## src/rtl/ours_xm_to_jtag_scan_engine_if.sv

```systemverilog
// Request/response and JTAG pin bundle for the XM JTAG scan engine.
// Latency: n/a (wiring only).
// Backpressure: req_vld_i/req_rdy_o on the request side, rsp_vld_o/rsp_rdy_i on the response side.
//
// Ports (engine view, modport slave):
//   req_vld_i/req_rdy_o, mode_i, ir_i, dr_i, dr_len_i  request
//   rsp_vld_o/rsp_rdy_i, rsp_err_o, ir_o, dr_o          response with captured TDO bits
//   tck_o, tms_o, tdi_o, tdo_i                          JTAG pins
interface ours_xm_to_jtag_scan_engine_if #(
    parameter int IR_W     = 4,
    parameter int DR_MAX_W = 128,
    parameter int LEN_W    = $clog2(DR_MAX_W + 1)
);
    logic                req_vld_i;
    logic                req_rdy_o;
    logic [1:0]          mode_i;
    logic [IR_W-1:0]     ir_i;
    logic [DR_MAX_W-1:0] dr_i;
    logic [LEN_W-1:0]    dr_len_i;
    logic                rsp_vld_o;
    logic                rsp_rdy_i;
    logic                rsp_err_o;
    logic [IR_W-1:0]     ir_o;
    logic [DR_MAX_W-1:0] dr_o;
    logic                tck_o;
    logic                tms_o;
    logic                tdi_o;
    logic                tdo_i;

    modport slave (
        input  req_vld_i, mode_i, ir_i, dr_i, dr_len_i, rsp_rdy_i, tdo_i,
        output req_rdy_o, rsp_vld_o, rsp_err_o, ir_o, dr_o, tck_o, tms_o, tdi_o
    );

    modport master (
        output req_vld_i, mode_i, ir_i, dr_i, dr_len_i, rsp_rdy_i, tdo_i,
        input  req_rdy_o, rsp_vld_o, rsp_err_o, ir_o, dr_o, tck_o, tms_o, tdi_o
    );
endinterface

```

## src/rtl/ours_xm_to_jtag_scan_engine.sv

```systemverilog
// Turns one request (TAP reset / IR / DR / IR+DR) into a TCK/TMS/TDI stream and returns captured TDO bits.
// Latency: response valid steps*2*CLK_DIV cycles after accept; rejected requests respond on the accept edge.
// Backpressure: one request in flight; req_rdy_o only in IDLE, response held in RSP until rsp_rdy_i.
//
// Ports: clk, rst_n (synchronous, active-low); bus (slave modport) carries the request,
// the response (rsp_err_o, ir_o, dr_o) and the registered JTAG pins tck_o/tms_o/tdi_o plus tdo_i.
module ours_xm_to_jtag_scan_engine #(
    parameter int IR_W     = 4,
    parameter int DR_MAX_W = 128,
    parameter int CLK_DIV  = 1,
    parameter int LEN_W    = $clog2(DR_MAX_W + 1)
) (
    input  logic                            clk,
    input  logic                            rst_n,
    ours_xm_to_jtag_scan_engine_if.slave    bus
);
    localparam int STEP_W = $clog2(IR_W + DR_MAX_W + 12);
    localparam int DIV_W  = $clog2(CLK_DIV) + 1;
    localparam int IRI_W  = (IR_W > 1) ? $clog2(IR_W) : 1;
    localparam int DRI_W  = (DR_MAX_W > 1) ? $clog2(DR_MAX_W) : 1;

    // Shift-IR always occupies steps 5..5+IR_W-1; Shift-DR starts at 4 (DR only) or after the IR field.
    localparam logic [STEP_W-1:0] IR_LO      = STEP_W'(5);
    localparam logic [STEP_W-1:0] IR_HI      = STEP_W'(5 + IR_W);
    localparam logic [STEP_W-1:0] DR_LO_DR   = STEP_W'(4);
    localparam logic [STEP_W-1:0] DR_LO_IRDR = STEP_W'(IR_W + 9);

    typedef enum logic [1:0] {S_IDLE, S_RUN, S_RSP} state_t;

    state_t              r_state, w_state_nxt;
    logic [1:0]          r_mode;
    logic [IR_W-1:0]     r_ir, r_ir_cap;
    logic [DR_MAX_W-1:0] r_dr, r_dr_cap;
    logic [LEN_W-1:0]    r_len;
    logic [STEP_W-1:0]   r_step, r_last;
    logic [DIV_W-1:0]    r_div;
    logic                r_tck, r_tms, r_tdi, r_err;

    logic                w_accept, w_bad, w_phase_end, w_step_end, w_last_step;
    logic [STEP_W-1:0]   w_dr_lo, w_dr_hi, w_nxt;
    logic                w_cir, w_cdr, w_nir, w_ndr, w_tms_nxt, w_tdi_nxt;
    logic [IRI_W-1:0]    w_cir_idx, w_nir_idx;
    logic [DRI_W-1:0]    w_cdr_idx, w_ndr_idx;

    function automatic logic in_ir(input logic [STEP_W-1:0] s, input logic en);
        return en && (s >= IR_LO) && (s < IR_HI);
    endfunction

    function automatic logic in_dr(input logic [STEP_W-1:0] s, input logic [STEP_W-1:0] lo,
                                   input logic [STEP_W-1:0] hi, input logic en);
        return en && (s >= lo) && (s < hi);
    endfunction

    assign bus.req_rdy_o = (r_state == S_IDLE) && rst_n;
    assign bus.rsp_vld_o = (r_state == S_RSP);
    assign bus.rsp_err_o = r_err;
    assign bus.ir_o      = r_ir_cap;
    assign bus.dr_o      = r_dr_cap;
    assign bus.tck_o     = r_tck;
    assign bus.tms_o     = r_tms;
    assign bus.tdi_o     = r_tdi;

    assign w_accept    = bus.req_vld_i && bus.req_rdy_o;
    assign w_bad       = bus.mode_i[1] && ((bus.dr_len_i == '0) || (bus.dr_len_i > LEN_W'(DR_MAX_W)));
    assign w_phase_end = (r_div == DIV_W'(CLK_DIV - 1));
    assign w_step_end  = w_phase_end && r_tck;
    assign w_last_step = (r_step == r_last);

    assign w_dr_lo = (r_mode == 2'b10) ? DR_LO_DR : DR_LO_IRDR;
    assign w_dr_hi = w_dr_lo + STEP_W'(r_len);
    assign w_nxt   = r_step + STEP_W'(1);

    // Current step decides where TDO lands; next step decides the TMS/TDI launched at the falling edge.
    assign w_cir     = in_ir(r_step, r_mode[0]);
    assign w_cdr     = in_dr(r_step, w_dr_lo, w_dr_hi, r_mode[1]);
    assign w_cir_idx = IRI_W'(r_step - IR_LO);
    assign w_cdr_idx = DRI_W'(r_step - w_dr_lo);
    assign w_nir     = in_ir(w_nxt, r_mode[0]);
    assign w_ndr     = in_dr(w_nxt, w_dr_lo, w_dr_hi, r_mode[1]);
    assign w_nir_idx = IRI_W'(w_nxt - IR_LO);
    assign w_ndr_idx = DRI_W'(w_nxt - w_dr_lo);

    // TMS is 1 at: Select-DR (step 1), Select-IR (step 2 for IR modes), the last bit of each
    // shift field (Exit1), Update before the final idle step, and the IR->DR hop in mode 11.
    assign w_tms_nxt = (r_mode == 2'b00) ? (w_nxt < STEP_W'(5)) :
                       ((w_nxt == STEP_W'(1)) ||
                        (r_mode[0] && (w_nxt == STEP_W'(2))) ||
                        (w_nir && (w_nxt == IR_HI - STEP_W'(1))) ||
                        (w_ndr && (w_nxt == w_dr_hi - STEP_W'(1))) ||
                        (w_nxt == r_last - STEP_W'(1)) ||
                        ((r_mode == 2'b11) && ((w_nxt == IR_HI) || (w_nxt == IR_HI + STEP_W'(1)))));
    assign w_tdi_nxt = w_nir ? r_ir[w_nir_idx] : (w_ndr ? r_dr[w_ndr_idx] : 1'b0);

    always_ff @(posedge clk) begin
        if (!rst_n) r_state <= S_IDLE;
        else        r_state <= w_state_nxt;
    end

    always_comb begin
        w_state_nxt = r_state;
        case (r_state)
            S_IDLE:  if (w_accept) w_state_nxt = w_bad ? S_RSP : S_RUN;
            S_RUN:   if (w_step_end && w_last_step) w_state_nxt = S_RSP;
            S_RSP:   if (bus.rsp_rdy_i) w_state_nxt = S_IDLE;
            default: w_state_nxt = S_IDLE;
        endcase
    end

    always_ff @(posedge clk) begin
        if (!rst_n) begin
            r_mode   <= '0;
            r_ir     <= '0;
            r_dr     <= '0;
            r_len    <= '0;
            r_step   <= '0;
            r_last   <= '0;
            r_div    <= '0;
            r_tck    <= 1'b0;
            r_tms    <= 1'b0;
            r_tdi    <= 1'b0;
            r_err    <= 1'b0;
            r_ir_cap <= '0;
            r_dr_cap <= '0;
        end else begin
            case (r_state)
                S_IDLE: begin
                    if (w_accept) begin
                        r_mode   <= bus.mode_i;
                        r_ir     <= bus.ir_i;
                        r_dr     <= bus.dr_i;
                        r_len    <= bus.dr_len_i;
                        r_err    <= w_bad;
                        r_ir_cap <= '0;
                        r_dr_cap <= '0;
                        r_step   <= '0;
                        r_div    <= '0;
                        r_tck    <= 1'b0;
                        // Step 0 is never a shift step; only TAP reset starts with TMS=1.
                        r_tms    <= !w_bad && (bus.mode_i == 2'b00);
                        r_tdi    <= 1'b0;
                        case (bus.mode_i)
                            2'b00:   r_last <= STEP_W'(5);
                            2'b01:   r_last <= STEP_W'(IR_W + 6);
                            2'b10:   r_last <= STEP_W'(bus.dr_len_i) + STEP_W'(5);
                            default: r_last <= STEP_W'(bus.dr_len_i) + STEP_W'(IR_W + 10);
                        endcase
                    end
                end
                S_RUN: begin
                    if (!w_phase_end) begin
                        r_div <= r_div + DIV_W'(1);
                    end else begin
                        r_div <= '0;
                        if (!r_tck) begin
                            r_tck <= 1'b1;
                            if (w_cir) r_ir_cap[w_cir_idx] <= bus.tdo_i;
                            if (w_cdr) r_dr_cap[w_cdr_idx] <= bus.tdo_i;
                        end else begin
                            r_tck <= 1'b0;
                            if (w_last_step) begin
                                r_tms <= 1'b0;
                                r_tdi <= 1'b0;
                            end else begin
                                r_step <= w_nxt;
                                r_tms  <= w_tms_nxt;
                                r_tdi  <= w_tdi_nxt;
                            end
                        end
                    end
                end
                default: ;
            endcase
        end
    end
endmodule

```

## src/flat_wrapper.sv

```systemverilog
// flat-port wrapper written by rule: the top's interface ports become plain ports
module ours_xm_to_jtag_scan_engine_flat 
#(
    parameter int IR_W     = 4,
    parameter int DR_MAX_W = 128,
    parameter int CLK_DIV  = 1,
    parameter int LEN_W    = $clog2(DR_MAX_W + 1)
)
  (clk, rst_n, bus_req_vld_i, bus_mode_i, bus_ir_i, bus_dr_i, bus_dr_len_i, bus_rsp_rdy_i, bus_tdo_i, bus_req_rdy_o, bus_rsp_vld_o, bus_rsp_err_o, bus_ir_o, bus_dr_o, bus_tck_o, bus_tms_o, bus_tdi_o);
  ours_xm_to_jtag_scan_engine_if #(.IR_W(IR_W), .DR_MAX_W(DR_MAX_W), .LEN_W(LEN_W)) bus_i ();
  input  logic clk;
  input  logic rst_n;
  input wire logic [$bits(bus_i.req_vld_i)-1:0] bus_req_vld_i;
  input wire logic [$bits(bus_i.mode_i)-1:0] bus_mode_i;
  input wire logic [$bits(bus_i.ir_i)-1:0] bus_ir_i;
  input wire logic [$bits(bus_i.dr_i)-1:0] bus_dr_i;
  input wire logic [$bits(bus_i.dr_len_i)-1:0] bus_dr_len_i;
  input wire logic [$bits(bus_i.rsp_rdy_i)-1:0] bus_rsp_rdy_i;
  input wire logic [$bits(bus_i.tdo_i)-1:0] bus_tdo_i;
  output wire logic [$bits(bus_i.req_rdy_o)-1:0] bus_req_rdy_o;
  output wire logic [$bits(bus_i.rsp_vld_o)-1:0] bus_rsp_vld_o;
  output wire logic [$bits(bus_i.rsp_err_o)-1:0] bus_rsp_err_o;
  output wire logic [$bits(bus_i.ir_o)-1:0] bus_ir_o;
  output wire logic [$bits(bus_i.dr_o)-1:0] bus_dr_o;
  output wire logic [$bits(bus_i.tck_o)-1:0] bus_tck_o;
  output wire logic [$bits(bus_i.tms_o)-1:0] bus_tms_o;
  output wire logic [$bits(bus_i.tdi_o)-1:0] bus_tdi_o;
  assign bus_i.req_vld_i = bus_req_vld_i;
  assign bus_i.mode_i = bus_mode_i;
  assign bus_i.ir_i = bus_ir_i;
  assign bus_i.dr_i = bus_dr_i;
  assign bus_i.dr_len_i = bus_dr_len_i;
  assign bus_i.rsp_rdy_i = bus_rsp_rdy_i;
  assign bus_i.tdo_i = bus_tdo_i;
  assign bus_req_rdy_o = bus_i.req_rdy_o;
  assign bus_rsp_vld_o = bus_i.rsp_vld_o;
  assign bus_rsp_err_o = bus_i.rsp_err_o;
  assign bus_ir_o = bus_i.ir_o;
  assign bus_dr_o = bus_i.dr_o;
  assign bus_tck_o = bus_i.tck_o;
  assign bus_tms_o = bus_i.tms_o;
  assign bus_tdi_o = bus_i.tdi_o;
  ours_xm_to_jtag_scan_engine #(.IR_W(IR_W), .DR_MAX_W(DR_MAX_W), .CLK_DIV(CLK_DIV), .LEN_W(LEN_W)) u_core (.clk(clk), .rst_n(rst_n), .bus(bus_i));
endmodule
```

## config.mk

```make
export PLATFORM = sky130hd
export DESIGN_NAME = ours_xm_to_jtag_scan_engine_flat
export DESIGN_NICKNAME = d
export VERILOG_FILES = /design/src/rtl/ours_xm_to_jtag_scan_engine_if.sv /design/src/rtl/ours_xm_to_jtag_scan_engine.sv /design/src/flat_wrapper.sv
export SDC_FILE = /design/constraint.sdc
export NUM_CORES = 1
export LEC_CHECK = 0
export ABC_CLOCK_PERIOD_IN_PS = 4019
export CAP_MARGIN = 20
export CORE_UTILIZATION = 53
export CTS_CLUSTER_SIZE = 30
export DETAILED_ROUTE_END_ITERATION = 6
export HOLD_SLACK_MARGIN = 0.15
export PLACE_DENSITY_LB_ADDON = 0.15
export SKIP_CTS_REPAIR_TIMING = 1
export SLEW_MARGIN = 30
export SYNTH_ARGS = -nofsm -noshare
export SYNTH_HDL_FRONTEND = slang
export SYNTH_SLANG_ARGS = --single-unit
```

## constraint.sdc

```tcl
create_clock -name clk -period 4.02 [get_ports clk]
set_input_delay 0.804 -clock clk [delete_from_list [all_inputs] [get_ports clk]]
set_output_delay 0.804 -clock clk [all_outputs]
set_load 0.005 [all_outputs]
```

==> metrics.txt, run 1 <==
# TYPE chip_impl_metric gauge
chip_impl_metric{name="cts_max_level",unit=""} 1
chip_impl_metric{name="synthesis.instances",unit=""} 1754
chip_impl_metric{name="via_count",unit=""} 13610
chip_impl_metric{name="clock_sinks",unit=""} 296
chip_impl_metric{name="grt_max_degree",unit=""} 164
chip_impl_metric{name="post_synth_design_cell_area",unit="mm2"} 0.01482
chip_impl_metric{name="ys_seq_area_share",unit="%"} 39.98
chip_impl_metric{name="setup_ws",unit="ns"} 0.2820
chip_impl_metric{name="r2r_slack",unit="ns"} 0.28
chip_impl_metric{name="antenna-diode-count",unit=""} 0
chip_impl_metric{name="ir_drop",unit="uV"} 314.3
chip_impl_metric{name="clock_edge_transition_at_the_registers_on_the_reported_setup_and_hold_paths",unit="ns"} 0.06
chip_impl_metric{name="final.min_clock_period",unit="ns"} 3.738
chip_impl_info{name="critical_path.top_delay_family",value="compound AO/OA/AOI/OAI gates"} 1
chip_impl_metric{name="cts_buf_count",unit=""} 31
chip_impl_metric{name="totalPowerFinal",unit="mW"} 7.541
chip_impl_metric{name="yosys_register_bits",unit=""} 296
chip_impl_metric{name="overflow",unit=""} 0
chip_impl_metric{name="grt_antenna_before_repair",unit=""} 0
chip_impl_info{name="post_synth_main_area_contributors",value="sky130_fd_sc_hd__dfxtp_1 40%, sky130_fd_sc_hd__nand2_1 11%, sky130_fd_sc_hd__mux2i_1 9.0%, sky130_fd_sc_hd__mux4_2 5.8%, sky130_fd_sc_hd__nand3_1 5.3%"} 1
chip_impl_metric{name="core",unit="mm2"} 0.02718
chip_impl_metric{name="horizontal_die_dimension",unit="um"} 169.2
chip_impl_metric{name="maxCapViolations",unit=""} 0
chip_impl_metric{name="avgRoutedWirePerCell",unit="um"} 18.57
chip_impl_metric{name="drt_wl_total",unit="um"} 44180
chip_impl_metric{name="finClkSkew",unit="ns"} 0.01851
chip_impl_info{name="start_kind",value="register"} 1
chip_impl_metric{name="detail_route.drc_violations",unit=""} 0
chip_impl_metric{name="required",unit="ns"} 4.46
chip_impl_info{name="worst_path_max_delay_cell",value="sky130_fd_sc_hd__dfxtp_1"} 1
chip_impl_metric{name="timing.critical_path.buf_inv",unit=""} 1
chip_impl_metric{name="fp-row-count",unit=""} 60
chip_impl_metric{name="synth_warnings",unit=""} 0
chip_impl_metric{name="detailedRoute.firstIterationViolations",unit=""} 1226
chip_impl_info{name="outcome",value="complete, no violations"} 1
chip_impl_metric{name="place.port_buffers",unit=""} 284
chip_impl_metric{name="area_growth",unit="%"} 29.55
chip_impl_metric{name="die-area",unit="mm2"} 0.02864
chip_impl_metric{name="peak_per_stage_delay_on_the_critical_path",unit="ns"} 0.45
chip_impl_metric{name="placement.setup.worst_slack",unit="ns"} 0.2269
chip_impl_metric{name="detail-route-antenna-nets",unit=""} 0
chip_impl_metric{name="hold_violations",unit=""} 0
chip_impl_info{name="synth_common_cells",value="454 x sky130_fd_sc_hd__nand2_1, 296 x sky130_fd_sc_hd__dfxtp_1, 157 x sky130_fd_sc_hd__nand3_1, 133 x sky130_fd_sc_hd__mux2i_1, 119 x sky130_fd_sc_hd__o21ai_0"} 1
chip_impl_info{name="min_path_type",value="register to register"} 1
chip_impl_metric{name="placement.cell_area",unit="mm2"} 0.01808
chip_impl_metric{name="finalSetupViolations",unit=""} 0
chip_impl_metric{name="io_pins",unit=""} 285
chip_impl_info{name="crit_path_frequent_cell",value="sky130_fd_sc_hd__ha_1"} 1
chip_impl_metric{name="post_drt_via_cell_ratio",unit=""} 5.720
chip_impl_metric{name="floorplan.initialDensity",unit="%"} 54.53
chip_impl_metric{name="final.period_utilization",unit="%"} 92.99
chip_impl_metric{name="drt_pass1_iterations",unit=""} 5
chip_impl_metric{name="clk-insertion-delay-late",unit="ns"} 0.58
chip_impl_metric{name="fp.dieH",unit="um"} 169.2
chip_impl_metric{name="mappedNetlistNets",unit=""} 1935
chip_impl_metric{name="ctsLongestPathBuffers",unit=""} 3
chip_impl_metric{name="totalNegativeSetupSlack",unit="ns"} 0
chip_impl_metric{name="grt.total_usage",unit="%"} 30.61
chip_impl_info{name="prevailing_post_synth_register_cell",value="sky130_fd_sc_hd__dfxtp_1"} 1
chip_impl_metric{name="worst_path_arrival",unit="ns"} 4.18
chip_impl_metric{name="design.final.nets",unit=""} 2165
chip_impl_metric{name="grt_first_pass_wirelength",unit="um"} 69920
chip_impl_metric{name="drive_gt1_share",unit="%"} 9.517
chip_impl_metric{name="synthDominantCellAreaShare",unit="%"} 39.98
chip_impl_metric{name="maxSlewViolCount",unit=""} 0
chip_impl_metric{name="leakagePower",unit="nW"} 8.293
chip_impl_metric{name="gp_congestion",unit=""} 0.9316
chip_impl_metric{name="detailedPlacementHpwl",unit="um"} 30800
chip_impl_metric{name="cellPowerDensity",unit="mW/mm2"} 392.7
chip_impl_info{name="path_class",value="register to register"} 1
chip_impl_metric{name="final.fill_count",unit=""} 2196
chip_impl_info{name="rsz_0062_raised_after_global_routing",value="no"} 1
chip_impl_metric{name="fin_area",unit="mm2"} 0.01920
chip_impl_info{name="yosys.cell_count.top_type",value="sky130_fd_sc_hd__nand2_1"} 1
chip_impl_info{name="synth_area_leader_cell",value="sky130_fd_sc_hd__dfxtp_1"} 1
chip_impl_metric{name="worstPathMaxFanout",unit=""} 8
chip_impl_info{name="cp_cell_sequence",value="nand2b_1, ha_1, a21o_1, a21oi_2, nor3_1, xnor2_1, ha_1, nor4b_1, o21ai_1, a211oi_1, buf_4, and2_0, o21ai_0, mux2i_1"} 1
chip_impl_info{name="clockRootBuffer",value="sky130_fd_sc_hd__clkbuf_16"} 1
chip_impl_metric{name="avgSynthCellArea",unit="um2"} 8.450
chip_impl_metric{name="grt_pass1_vias",unit=""} 13220
chip_impl_metric{name="slew_worst_pin",unit="ns"} 0.9824
chip_impl_metric{name="count_of_flip_flops_with_a_built_in_enable_after_synthesis",unit=""} 0
chip_impl_info{name="worst_setup_path_end_kind",value="register"} 1
chip_impl_metric{name="synthArstFlopShare",unit="%"} 0
chip_impl_metric{name="highest_attainable_clock_frequency",unit="GHz"} 0.2675
chip_impl_metric{name="synth.lib_cells_used.distinct",unit=""} 82
chip_impl_metric{name="max-slew-margin-rel",unit="%"} 34.12
chip_impl_info{name="clock_tree_from_tritoncts",value="done"} 1
-- layout by cell type, fill, tap and decap left out, types with 6 or more instances in the layout --
cell                              synthesis  layout
sky130_fd_sc_hd__o22ai_1                  9       6
sky130_fd_sc_hd__mux4_2                  38      38
sky130_fd_sc_hd__a21oi_1                 20      20
sky130_fd_sc_hd__mux2i_1                133     133
sky130_fd_sc_hd__xnor2_1                 38      37
sky130_fd_sc_hd__a31oi_1                 12      11
sky130_fd_sc_hd__nor2b_1                 16      16
sky130_fd_sc_hd__nand3_1                157     157
sky130_fd_sc_hd__nand2_1                454     452
sky130_fd_sc_hd__clkdlybuf4s50_1          0     283
sky130_fd_sc_hd__clkbuf_16                0      31
sky130_fd_sc_hd__o21ai_1                 33      32
sky130_fd_sc_hd__o21ai_0                119     119
sky130_fd_sc_hd__and2_1                  15      15
sky130_fd_sc_hd__a22oi_1                  6       6
sky130_fd_sc_hd__a211oi_2                 4       6
sky130_fd_sc_hd__nand2b_1                14      14
sky130_fd_sc_hd__inv_1                   29      29
sky130_fd_sc_hd__a211oi_1                11       9
sky130_fd_sc_hd__ha_1                    34      33
sky130_fd_sc_hd__dfxtp_1                296     296
sky130_fd_sc_hd__buf_4                    1      45
sky130_fd_sc_hd__clkbuf_8                 0       8
sky130_fd_sc_hd__nor2_1                  51      50
sky130_fd_sc_hd__nor3_1                  15      15
sky130_fd_sc_hd__o211ai_1                15      15
sky130_fd_sc_hd__xor2_1                  18      18
-- metrics by stage --
stage	util [%]	hold slack, ns	instances
detailed placement	66.51	0.4434	2323
finish	70.65	0.4509	2379
global route	70.65	0.4697	2379
global placement	66.45	0.4378	2323
floorplan	-	0.4308	1754
CTS	70.54	0.4529	2379
-- cell families after synthesis --
family          after synthesis  synth area share, %
flops                       296                39.98
fa+ha+maj                    34                2.870
simple gates                761                22.61
compound gates              260                10.63
mux                         172                14.83
xor+xnor                     63                4.550
buf+inv                     168                4.525
-- routing by layer --
metal / track usage [%] / vias to the layer above / wire length, um
met5: 0 / - / 0
met4: 12.46 / 0 / 1821
met3: 4.338 / 101 / 3350
met2: 50.71 / 592 / 20620
met1: 40.17 / 6464 / 18390
li1: - / 6450 / -
-- worst paths after layout --
kind / startpoint / end / depth (start not counted)
worst min register to register: u_core.r_dr[105] / u_core.r_dr[105] / 2
worst max register to register: u_core.r_mode[1] / u_core.bus.dr_o[29] / 14
worst min-delay path: u_core.r_dr[105] / u_core.r_dr[105] / 2
worst max-delay path: u_core.r_mode[1] / u_core.bus.dr_o[29] / 14
-- state kept, by name, summed over array words and instances, names as in the netlist --
register / count
u_core.r_mode: 2
u_core.r_state: 2
u_core.bus.rsp_err_o: 1
u_core.bus.dr_o: 128
u_core.r_dr: 128
u_core.r_ir: 4
u_core.r_len: 8
u_core.bus.tck_o: 1
u_core.r_last: 8
u_core.bus.ir_o: 4
u_core.bus.tdi_o: 1
u_core.bus.tms_o: 1
u_core.r_step: 8
-- tightest hold or removal path, stage by stage, from the launching register on --
cell	delay, ns
sky130_fd_sc_hd__dfxtp_1	0.31
sky130_fd_sc_hd__nand3_1	0.06
sky130_fd_sc_hd__nand2_1	0.05
-- cell type report --
type | instances | area (um2) | share of cell area (%)
clock inverters | 14 | 197.7 | 1.030
multi-input cells | 1290 | 8315 | 43.31
well taps | 372 | 465.4 | 2.424
flip-flops and latches | 296 | 5926 | 30.86
clock buffers | 42 | 897.1 | 4.673
repair buffers | 334 | 3282 | 17.09
inverters | 31 | 116.4 | 0.6061
-- power breakdown --
| group | switching, mW | total (mW) | internal (mW) |
|---|---|---|---|
| clock network | 1.21 | 3.03 | 1.82 |
| registers | 0.108 | 3.21 | 3.10 |
| logic | 0.737 | 1.30 | 0.561 |
| total | 2.06 | 7.54 | 5.48 |
Power figures use the tool's default switching activity.
==> run 2: changes to the inputs <==
--- a/config.mk
+++ b/config.mk
@@ -17,3 +17,4 @@
 export SYNTH_ARGS = -nofsm -noshare
 export SYNTH_HDL_FRONTEND = slang
 export SYNTH_SLANG_ARGS = --single-unit
+export TNS_END_PERCENT = 20
==> run 2 against run 1 <==
  * Combinational power hardly changed
  * Worst hold slack hardly changed
  * Final cell count stayed put
  * Via count is 0.11% higher
  * Routed wire length is 0.12% higher
  * Power hardly changed
  * Sequential power hardly changed
  * Die area stayed put
  * Core utilization hardly changed
  * Largest power group unchanged
  * Highest routed layer unchanged
==> metrics.txt, run 2 (synthesized netlist as in run 1, its figures left out) <==
# TYPE chip_impl_metric gauge
chip_impl_metric{name="core",unit="mm2"} 0.02718
chip_impl_metric{name="totalNegativeSetupSlack",unit="ns"} 0
chip_impl_metric{name="clock_edge_transition_at_the_registers_on_the_reported_setup_and_hold_paths",unit="ns"} 0.06
chip_impl_metric{name="peak_per_stage_delay_on_the_critical_path",unit="ns"} 0.45
chip_impl_metric{name="highest_attainable_clock_frequency",unit="GHz"} 0.2635
chip_impl_metric{name="cts_max_level",unit=""} 1
chip_impl_metric{name="post_layout_nonfiller_instances",unit=""} 2379
chip_impl_metric{name="horizontal_die_dimension",unit="um"} 169.2
chip_impl_metric{name="max-slew-margin-rel",unit="%"} 34.19
chip_impl_metric{name="regArea",unit="mm2"} 0.005926
chip_impl_metric{name="dp_cells",unit=""} 2323
chip_impl_info{name="min_path_type",value="register to register"} 1
chip_impl_metric{name="required",unit="ns"} 4.46
chip_impl_metric{name="avgRoutedWirePerCell",unit="um"} 18.59
chip_impl_info{name="mostFrequentLayoutCells",value="452 x sky130_fd_sc_hd__nand2_1, 296 x sky130_fd_sc_hd__dfxtp_1, 283 x sky130_fd_sc_hd__clkdlybuf4s50_1, 157 x sky130_fd_sc_hd__nand3_1, 133 x sky130_fd_sc_hd__mux2i_1"} 1
chip_impl_metric{name="clock_sinks",unit=""} 296
chip_impl_metric{name="ctsLongestPathBuffers",unit=""} 3
chip_impl_metric{name="grt_max_degree",unit=""} 164
chip_impl_metric{name="io_pins",unit=""} 285
chip_impl_info{name="worst_path_max_delay_cell",value="sky130_fd_sc_hd__dfxtp_1"} 1
chip_impl_info{name="start_kind",value="register"} 1
chip_impl_info{name="worst_setup_path_end_kind",value="register"} 1
chip_impl_metric{name="drt_pass1_iterations",unit=""} 5
chip_impl_metric{name="detailedPlacementHpwl",unit="um"} 30800
chip_impl_metric{name="worstPathMaxFanout",unit=""} 9
chip_impl_metric{name="slew_worst_pin",unit="ns"} 0.9813
chip_impl_info{name="clock_tree_from_tritoncts",value="done"} 1
chip_impl_metric{name="place.port_buffers",unit=""} 284
chip_impl_metric{name="cellPowerDensity",unit="mW/mm2"} 392.8
chip_impl_info{name="path_class",value="register to register"} 1
chip_impl_metric{name="via_count",unit=""} 13620
chip_impl_metric{name="cts_buf_count",unit=""} 31
chip_impl_metric{name="fin_area",unit="mm2"} 0.01920
chip_impl_info{name="layout.cells.most_common",value="sky130_fd_sc_hd__nand2_1"} 1
chip_impl_metric{name="grt.total_usage",unit="%"} 30.61
chip_impl_metric{name="gp_congestion",unit=""} 0.9316
chip_impl_metric{name="grt_first_pass_wirelength",unit="um"} 69920
chip_impl_metric{name="fp-row-count",unit=""} 60
chip_impl_metric{name="detail-route-antenna-nets",unit=""} 0
chip_impl_metric{name="grt_pass1_vias",unit=""} 13220
chip_impl_metric{name="floorplan.initialDensity",unit="%"} 54.53
chip_impl_metric{name="r2r_slack",unit="ns"} 0.23
chip_impl_metric{name="worst_path_arrival",unit="ns"} 4.23
chip_impl_metric{name="clk-insertion-delay-late",unit="ns"} 0.58
chip_impl_metric{name="detail_route.drc_violations",unit=""} 0
chip_impl_metric{name="design.final.nets",unit=""} 2165
chip_impl_metric{name="multiInputGateArea",unit="mm2"} 0.008312
chip_impl_info{name="crit_path_frequent_cell",value="sky130_fd_sc_hd__ha_1"} 1
chip_impl_metric{name="maxCapViolations",unit=""} 0
chip_impl_metric{name="final.fill_count",unit=""} 2198
chip_impl_metric{name="fp.dieH",unit="um"} 169.2
chip_impl_metric{name="leakagePower",unit="nW"} 8.293
chip_impl_info{name="clockRootBuffer",value="sky130_fd_sc_hd__clkbuf_16"} 1
chip_impl_metric{name="drive_gt1_share",unit="%"} 9.467
chip_impl_metric{name="maxSlewViolCount",unit=""} 0
chip_impl_info{name="critical_path.top_delay_family",value="compound AO/OA/AOI/OAI gates"} 1
chip_impl_metric{name="drt_wl_total",unit="um"} 44240
chip_impl_info{name="outcome",value="complete, no violations"} 1
chip_impl_metric{name="timing.critical_path.buf_inv",unit=""} 2
chip_impl_metric{name="final.period_utilization",unit="%"} 94.40
chip_impl_metric{name="finClkSkew",unit="ns"} 0.01877
chip_impl_metric{name="placement.cell_area",unit="mm2"} 0.01808
chip_impl_metric{name="post_drt_via_cell_ratio",unit=""} 5.726
chip_impl_info{name="rsz_0062_raised_after_global_routing",value="yes"} 1
chip_impl_metric{name="totalPowerFinal",unit="mW"} 7.540
chip_impl_metric{name="grt_antenna_before_repair",unit=""} 0
chip_impl_metric{name="area_growth",unit="%"} 29.52
chip_impl_metric{name="antenna-diode-count",unit=""} 0
chip_impl_metric{name="finalSetupViolations",unit=""} 0
chip_impl_metric{name="hold_violations",unit=""} 0
chip_impl_metric{name="overflow",unit=""} 0
chip_impl_metric{name="final.min_clock_period",unit="ns"} 3.795
chip_impl_metric{name="detailedRoute.firstIterationViolations",unit=""} 1226
chip_impl_info{name="cp_cell_sequence",value="nand2b_1, ha_1, ha_1, xnor2_1, inv_1, ha_1, o21a_1, o21a_1, o21ai_1, a21oi_2, a211oi_2, buf_4, o21ai_0, mux2i_1"} 1
chip_impl_metric{name="ir_drop",unit="uV"} 314.3
chip_impl_metric{name="die-area",unit="mm2"} 0.02864
## run 2: cell counts in the layout (fill, tap and decap cells not counted)
Identical to the previous run, type by type.
## run 2: worst paths after layout
| path | cells past startpoint | end | from |
|---|---|---|---|
| worst max-delay path | 14 | u_core.bus.dr_o[107] | u_core.r_mode[1] |
| worst min-delay path | 2 | u_core.r_dr[125] | u_core.r_dr[125] |
| worst max register to register | 14 | u_core.bus.dr_o[107] | u_core.r_mode[1] |
| worst min register to register | 2 | u_core.r_dr[125] | u_core.r_dr[125] |
## run 2: tightest hold or removal path, stage by stage (launching register included)
cell                      delay [ns]
sky130_fd_sc_hd__dfxtp_1        0.31
sky130_fd_sc_hd__nand3_1        0.06
sky130_fd_sc_hd__nand2_1        0.05
## run 2: cell type report
cell class | instances | share of cell area (%)
clock buffers | 42 | 4.673
clock inverters | 14 | 1.030
inverters | 31 | 0.6062
multi-input cells | 1290 | 43.30
flip-flops and latches | 296 | 30.87
well taps | 372 | 2.425
repair buffers | 334 | 17.10
## run 2: power by group
group / switching [mW] / internal [mW] / total, mW
Combinational: 0.737 / 0.560 / 1.30
Clock: 1.21 / 1.82 / 3.03
Sequential: 0.109 / 3.10 / 3.21
Total: 2.06 / 5.48 / 7.54
## run 2: metal layers
layer | GRT usage, % | wire [um]
met5 | 0 | 0
met1 | 40.17 | 18460
met3 | 4.338 | 3276
met4 | 12.46 | 1831
met2 | 50.71 | 20670
## run 2: per-stage QoR
stage	setup WS (ns)	hold WS [ns]	utilization, %
after detailed placement	0.2269	0.4434	66.51
after global routing	0.001084	0.4697	70.64
after floorplan	0.4285	0.4308	-
after CTS	0.2126	0.4529	70.54
final	0.2250	0.4512	70.64
after global placement	0.1571	0.4378	66.45
